$ cat src/rtl/id_ex_operand_stage.sv
// ID/EX operand stage: register file with WB write-through, operand muxing,
// and a single-entry valid/ready pipeline register feeding the ALU.
package id_ex_pkg;
    typedef enum logic [3:0] {
        ALU_ADD  = 4'd0,
        ALU_SUB  = 4'd1,
        ALU_SLL  = 4'd2,
        ALU_SLT  = 4'd3,
        ALU_SLTU = 4'd4,
        ALU_XOR  = 4'd5,
        ALU_SRL  = 4'd6,
        ALU_SRA  = 4'd7,
        ALU_OR   = 4'd8,
        ALU_AND  = 4'd9
    } t_alu_op;
endpackage

module id_ex_operand_stage
    import id_ex_pkg::*;
#(
    parameter int XLEN          = 32,
    parameter int NUM_REGS      = 32,
    parameter bit RF_RESET_ZERO = 1'b1,
    localparam int AW           = $clog2(NUM_REGS)
) (
    input  logic            clk,
    input  logic            rst,
    input  logic            id_valid,
    output logic            id_ready,
    input  logic [AW-1:0]   id_rs1,
    input  logic [AW-1:0]   id_rs2,
    input  logic [AW-1:0]   id_rd,
    input  logic            id_rd_we,
    input  t_alu_op         id_alu_op,
    input  logic            id_sel_a,
    input  logic            id_sel_b,
    input  logic [XLEN-1:0] id_pc,
    input  logic [XLEN-1:0] id_imm,
    input  logic            wb_we,
    input  logic [AW-1:0]   wb_rd,
    input  logic [XLEN-1:0] wb_data,
    input  logic            flush,
    input  logic            ex_ready,
    output logic            ex_valid,
    output t_alu_op         alu_op,
    output logic [XLEN-1:0] alu_in1,
    output logic [XLEN-1:0] alu_in2,
    output logic [XLEN-1:0] ex_rs2_data,
    output logic [AW-1:0]   ex_rd,
    output logic            ex_rd_we
);

    typedef struct packed {
        t_alu_op         op;
        logic [XLEN-1:0] in1;
        logic [XLEN-1:0] in2;
        logic [XLEN-1:0] rs2_data;
        logic [AW-1:0]   rd;
        logic            rd_we;
    } t_payload;

    logic [XLEN-1:0] rf [NUM_REGS];
    logic [XLEN-1:0] rs1_data, rs2_data;
    logic            capture;
    t_payload        pay_d, pay_q;

    function automatic logic [XLEN-1:0] rf_read(input logic [AW-1:0] idx);
        if (idx == '0)
            return '0;
        else if (wb_we && wb_rd == idx)
            return wb_data;
        else
            return rf[idx];
    endfunction

    // Entry 0 is never written, so x0 reads stay zero even without reset clearing.
    always_ff @(posedge clk) begin
        if (rst) begin
            if (RF_RESET_ZERO) begin
                for (int i = 0; i < NUM_REGS; i++)
                    rf[i] <= '0;
            end
        end else if (wb_we && wb_rd != '0) begin
            rf[wb_rd] <= wb_data;
        end
    end

    assign rs1_data = rf_read(id_rs1);
    assign rs2_data = rf_read(id_rs2);

    assign id_ready = !ex_valid || ex_ready;
    assign capture  = id_valid && id_ready && !flush;

    always_comb begin
        pay_d          = pay_q;
        pay_d.op       = id_alu_op;
        pay_d.in1      = id_sel_a ? id_pc  : rs1_data;
        pay_d.in2      = id_sel_b ? id_imm : rs2_data;
        pay_d.rs2_data = rs2_data;
        pay_d.rd       = id_rd;
        pay_d.rd_we    = id_rd_we;
    end

    // Payload only moves on capture, so a stall holds operands bit-stable
    // even while WB rewrites the source registers.
    always_ff @(posedge clk) begin
        if (rst) begin
            ex_valid <= 1'b0;
            pay_q    <= '{op: ALU_ADD, in1: '0, in2: '0, rs2_data: '0, rd: '0, rd_we: 1'b0};
        end else begin
            if (flush)
                ex_valid <= 1'b0;
            else if (capture)
                ex_valid <= 1'b1;
            else
                ex_valid <= ex_valid && !ex_ready;
            if (capture)
                pay_q <= pay_d;
        end
    end

    assign alu_op      = pay_q.op;
    assign alu_in1     = pay_q.in1;
    assign alu_in2     = pay_q.in2;
    assign ex_rs2_data = pay_q.rs2_data;
    assign ex_rd       = pay_q.rd;
    assign ex_rd_we    = pay_q.rd_we && ex_valid;

endmodule

$ cat config.mk
export PLATFORM = sky130hd
export DESIGN_NAME = id_ex_operand_stage
export DESIGN_NICKNAME = d
export VERILOG_FILES = /design/src/rtl/id_ex_operand_stage.sv
export SDC_FILE = /design/constraint.sdc
export NUM_CORES = 2
export LEC_CHECK = 0
export CORE_ASPECT_RATIO = 0.75
export CORE_MARGIN = 8
export CORE_UTILIZATION = 55
export DETAILED_ROUTE_END_ITERATION = 8
export PLACE_DENSITY = 0.71
export SETUP_SLACK_MARGIN = 0.5
export SYNTH_ARGS = -nofsm -noshare
export SYNTH_HDL_FRONTEND = slang
export SYNTH_SLANG_ARGS = --single-unit
$ cat constraint.sdc
create_clock -name clk -period 6.7 [get_ports clk]
set_input_delay 1.005 -clock clk [delete_from_list [all_inputs] [get_ports clk]]
set_output_delay 1.005 -clock clk [all_outputs]
set_load 0.1 [all_outputs]
==> flow_metrics.tcl <==
set metrics [dict create \
    outcome "finished clean" \
    htreeDepth 3 \
    register_area_um2 32900 \
    insertion_delay_ns 0.73 \
    post-route-min-period_ns 4.22 \
    setup-violations-final 0 \
    crit_path_max_incr_delay_ns 0.96 \
    cts_tree "done" \
    vias_per_cell 6.81 \
    drv_cap 0 \
    worst_ep_arrival_time_ns 4.55 \
    die_span_x_um 397 \
    seq_power_share 0.474 \
    synth_ff_type "sky130_fd_sc_hd__edfxtp_1" \
    ff2ff_setup_slack_ns 3.58 \
    startpoint_type "primary input" \
    cts_made_buffers 112 \
    clock_tree.root_cell "sky130_fd_sc_hd__clkbuf_16" \
    yosys.area_share.simple 0.133 \
    cts_post_setup_buffers_inserted 0 \
    finish.net_count 4199 \
    postSynthCellCount 4106 \
    critPathCapture "rf[16][7]$_SDFFCE_PN0P_" \
    num_vias 38300 \
    clock-sinks 1131 \
    place_hpwl_mm 118 \
    critical_path_class "in -> reg" \
    startpoint "wb_rd[4]" \
    worst_r2r_path_depth 7 \
    tns_ns 0 \
    synth_fa_ha_area_frac 0 \
    fin_total_pwr_uw 17500 \
    synth_top_family_by_area "multiplexers" \
    fmax_mhz 237 \
    compound_gate_portion_of_the_synthesized_area 0.0431 \
    design.portCount 237 \
    route.antenna.remaining_nets 0 \
    synth_seq_area_share 0.548 \
    crit_slowest_cell "sky130_fd_sc_hd__or2_2" \
    crit-reg2reg-launch "ex_valid$_SDFF_PP0_" \
    multi_input_area_um2 24700 \
    grt_max_degree 88 \
    finalWeightedCongestion 0.894 \
    cp.required_ns 7.02 \
    r2r-end "alu_in1[9]$_SDFFE_PP0P_" \
    drt-pass1-iter-count 6 \
    timing.hold.ws_ns 0.457 \
    worst_slew_margin_rel 0.110 \
    area_growth_pct 11.3 \
    buffer_ports.inserted 236 \
    clock_share_of_power 0.381 \
    p_int_uw 12900 \
    dieHeight_um 302 \
    synth_area_leader_cell "sky130_fd_sc_hd__edfxtp_1" \
    synthArstFlopShare 0 \
    via_count_of_the_first_global_routing_pass 37300 \
    fillers 8029 \
    globalRouteOverflowTotal 0 \
    worstPathBufferInverterCount 2 \
    clock-skew-final_ns 0.0295 \
    worst_ir_drop_vdd_v 0.000198 \
    synthDominantCellAreaShare 0.512 \
    post_route_cells_drive_above_1_share 0.244 \
    clk_pin_slew_ns 0.06 \
    syn-cell-area_um2 60000 \
    synth_enable_flop_cells 1024 \
    switching_share 0.263 \
    power.combinational.fraction 0.145 \
    layout.core_utilization 0.614 \
    placeableCoreArea_um2 109000 \
    slew_at_the_pin_with_the_worst_max_slew_slack_ns 1.33 \
    worstSetupPathDepth 6 \
    p_switching_uw 4610 \
    cts.path.max_buffers 3 \
    globalRouteTotalUtil 0.311 \
    die_area_um2 120000 \
    worst_hold_path_type "reg -> reg" \
    post_cts_sizing_count 0 \
    route.detailed.wl_per_inst_um 33.9 \
    critical_path_peak_fanout 32 \
    cts-hold-fix-buffers 0 \
    yosys_register_bits 1131 \
    detailedRoute.firstIterationViolations 5692 \
    yosys.area_share.xor_xnor 0.00146 \
    post_synth_mux_area_share 0.231 \
    critical_path.endpoint_type "flip-flop" \
    netlist_top_cells_area "sky130_fd_sc_hd__edfxtp_1 51%, sky130_fd_sc_hd__mux4_2 19%, sky130_fd_sc_hd__and2_1 10%, sky130_fd_sc_hd__dfxtp_1 3.6%, sky130_fd_sc_hd__mux2i_1 2.2%" \
    synth_warnings 0 \
    power_density_cells_nw_per_um2 262 \
    grt_pass1_wl_mm 269 \
    slew_viol_final 0 \
    fin_crit_sh 0.630 \
    syn-mean-instance-area_um2 14.6 \
    cellLeakagePower_uw 0.0227 \
    crit_path_cell_trace "clkdlybuf4s50_1 -> or3_1 -> nand4bb_1 -> nor2_2 -> buf_4 -> or2_2" \
    antenna_found_initial 12 \
    drt_wl_total_mm 190 \
    drcViolationCount 0 \
    path_delay_family "simple AND/OR/NAND/NOR gates" \
    starting_density_of_the_core 0.552 \
    rsz0062_at_grt "no" \
    report.final.hold_viol_count 0 \
    num_rows 105 \
    yosys.cell_types.count 48 \
]
[how the worst min path moves through the flow]
stage	to	slack, ns	start	cells after the start
finish	ex_rd[4]$_SDFFE_PP0P_	0.46	ex_rd[4]$_SDFFE_PP0P_	2
global route	alu_op[0]$_SDFFE_PP0P_	0.47	alu_op[0]$_SDFFE_PP0P_	2
CTS	alu_op[1]$_SDFFE_PP0P_	0.46	alu_op[1]$_SDFFE_PP0P_	2
detailed placement	alu_op[1]$_SDFFE_PP0P_	0.45	alu_op[1]$_SDFFE_PP0P_	2
global placement	pay_q[0]$_SDFFE_PP0P_	0.44	pay_q[0]$_SDFFE_PP0P_	2
floorplan	pay_q[0]$_SDFFE_PP0P_	0.43	pay_q[0]$_SDFFE_PP0P_	2
[flip-flops by register name, indices dropped and copies added (netlist names)]
register and flops:
alu_in2 32, ex_rd 5, alu_in1 32, alu_op 4
ex_valid 1, pay_q 1, ex_rs2_data 32, rf 1024
[synthesized netlist by cell type (2+ instances only)]
library cell and count:
sky130_fd_sc_hd__o221ai_1 31, sky130_fd_sc_hd__or3b_2 3, sky130_fd_sc_hd__nor4_1 2, sky130_fd_sc_hd__a211oi_1 31
sky130_fd_sc_hd__o2bb2ai_1 31, sky130_fd_sc_hd__nor4b_1 2, sky130_fd_sc_hd__mux2_2 95, sky130_fd_sc_hd__xnor2_1 6
sky130_fd_sc_hd__inv_1 2, sky130_fd_sc_hd__and3_1 2, sky130_fd_sc_hd__buf_1 25, sky130_fd_sc_hd__nor3b_1 64
sky130_fd_sc_hd__o21ai_0 36, sky130_fd_sc_hd__nand2_1 90, sky130_fd_sc_hd__mux4_2 510, sky130_fd_sc_hd__buf_2 45
sky130_fd_sc_hd__edfxtp_1 1024, sky130_fd_sc_hd__a2111oi_0 33, sky130_fd_sc_hd__xor2_1 4, sky130_fd_sc_hd__or2_2 31
sky130_fd_sc_hd__o22ai_1 33, sky130_fd_sc_hd__or4_1 2, sky130_fd_sc_hd__buf_4 127, sky130_fd_sc_hd__mux2i_1 131
sky130_fd_sc_hd__a22oi_1 31, sky130_fd_sc_hd__dfxtp_1 107, sky130_fd_sc_hd__nor2_1 100, sky130_fd_sc_hd__nand3b_1 9
sky130_fd_sc_hd__clkbuf_1 341, sky130_fd_sc_hd__nand3_1 5, sky130_fd_sc_hd__nor2b_1 3, sky130_fd_sc_hd__a21oi_1 43
sky130_fd_sc_hd__o221a_2 31, sky130_fd_sc_hd__and2_1 963, sky130_fd_sc_hd__a221oi_1 31, sky130_fd_sc_hd__buf_6 5
sky130_fd_sc_hd__or3_1 3, sky130_fd_sc_hd__a21o_1 2, sky130_fd_sc_hd__nor3_1 63
[logic make-up after synthesis]
kind of cell / count (synthesis)
XOR/XNOR: 10
buffers and inverters: 545
other: 1
multiplexers: 736
AO/OA/AOI/OAI: 339
AND/OR/NAND/NOR: 1344
flip-flops: 1131
[power by group through the flow]
stage	Combinational [uW]	Clock (uW)	Sequential, uW
final	2540	6670	8300
after global routing	2620	6950	8340
after CTS	2490	6690	8290
after detailed placement	2470	0	8440
after global placement	2460	0	8420
after floorplan	1660	0	8350
[cells in the final DEF, fill, tap and decap left out, types with 32 or more instances in the layout]
master                               n
sky130_fd_sc_hd__clkbuf_16         124
sky130_fd_sc_hd__a21oi_1            43
sky130_fd_sc_hd__o22ai_1            33
sky130_fd_sc_hd__mux2i_1           131
sky130_fd_sc_hd__conb_1             32
sky130_fd_sc_hd__dfxtp_1           107
sky130_fd_sc_hd__o21ai_0            34
sky130_fd_sc_hd__clkdlybuf4s50_1   224
sky130_fd_sc_hd__edfxtp_1         1024
sky130_fd_sc_hd__mux2_2             95
sky130_fd_sc_hd__nor3_1             63
sky130_fd_sc_hd__nor2_2             32
sky130_fd_sc_hd__nand2_1            90
sky130_fd_sc_hd__nor2_1             67
sky130_fd_sc_hd__nor3b_1            63
sky130_fd_sc_hd__and2_1            963
sky130_fd_sc_hd__buf_4             118
sky130_fd_sc_hd__a2111oi_0          33
sky130_fd_sc_hd__mux4_2            510
[through the flow]
stage,area (um^2),instances,setup slack (ns)
finish,66800,5616,2.48
global route,66800,5613,2.46
CTS,66800,5613,2.60
detailed placement,62900,5400,1.85
global placement,62900,5400,1.85
floorplan,60100,4137,3.55
[area by class of cell]
class	count	share of cell area
Inverter	2	0.000112
Sequential cell	1131	0.493
Timing Repair Buffer	362	0.0515
Antenna cell	3	0.000112
Multi-Input combinational cell	2461	0.370
Clock buffer	156	0.0496
Tap cell	1444	0.0271
Clock inverter	57	0.00847
[worst min-delay path: stages, from the launching register on]
cell                      delay (ns)
sky130_fd_sc_hd__dfxtp_1        0.31
sky130_fd_sc_hd__nand2_1        0.05
sky130_fd_sc_hd__a21oi_1        0.05
[layer usage]
metal	vias to the layer above	share of wire	wire, um	GRT usage
met4	4	0.031	5820	0.0880
met2	2789	0.43	82100	0.451
met3	349	0.16	30700	0.132
met1	19600	0.38	71700	0.434
met5	-	0.00014	27	0
li1	15600	-	-	-
No activity file was read; power rests on OpenSTA's default activity.
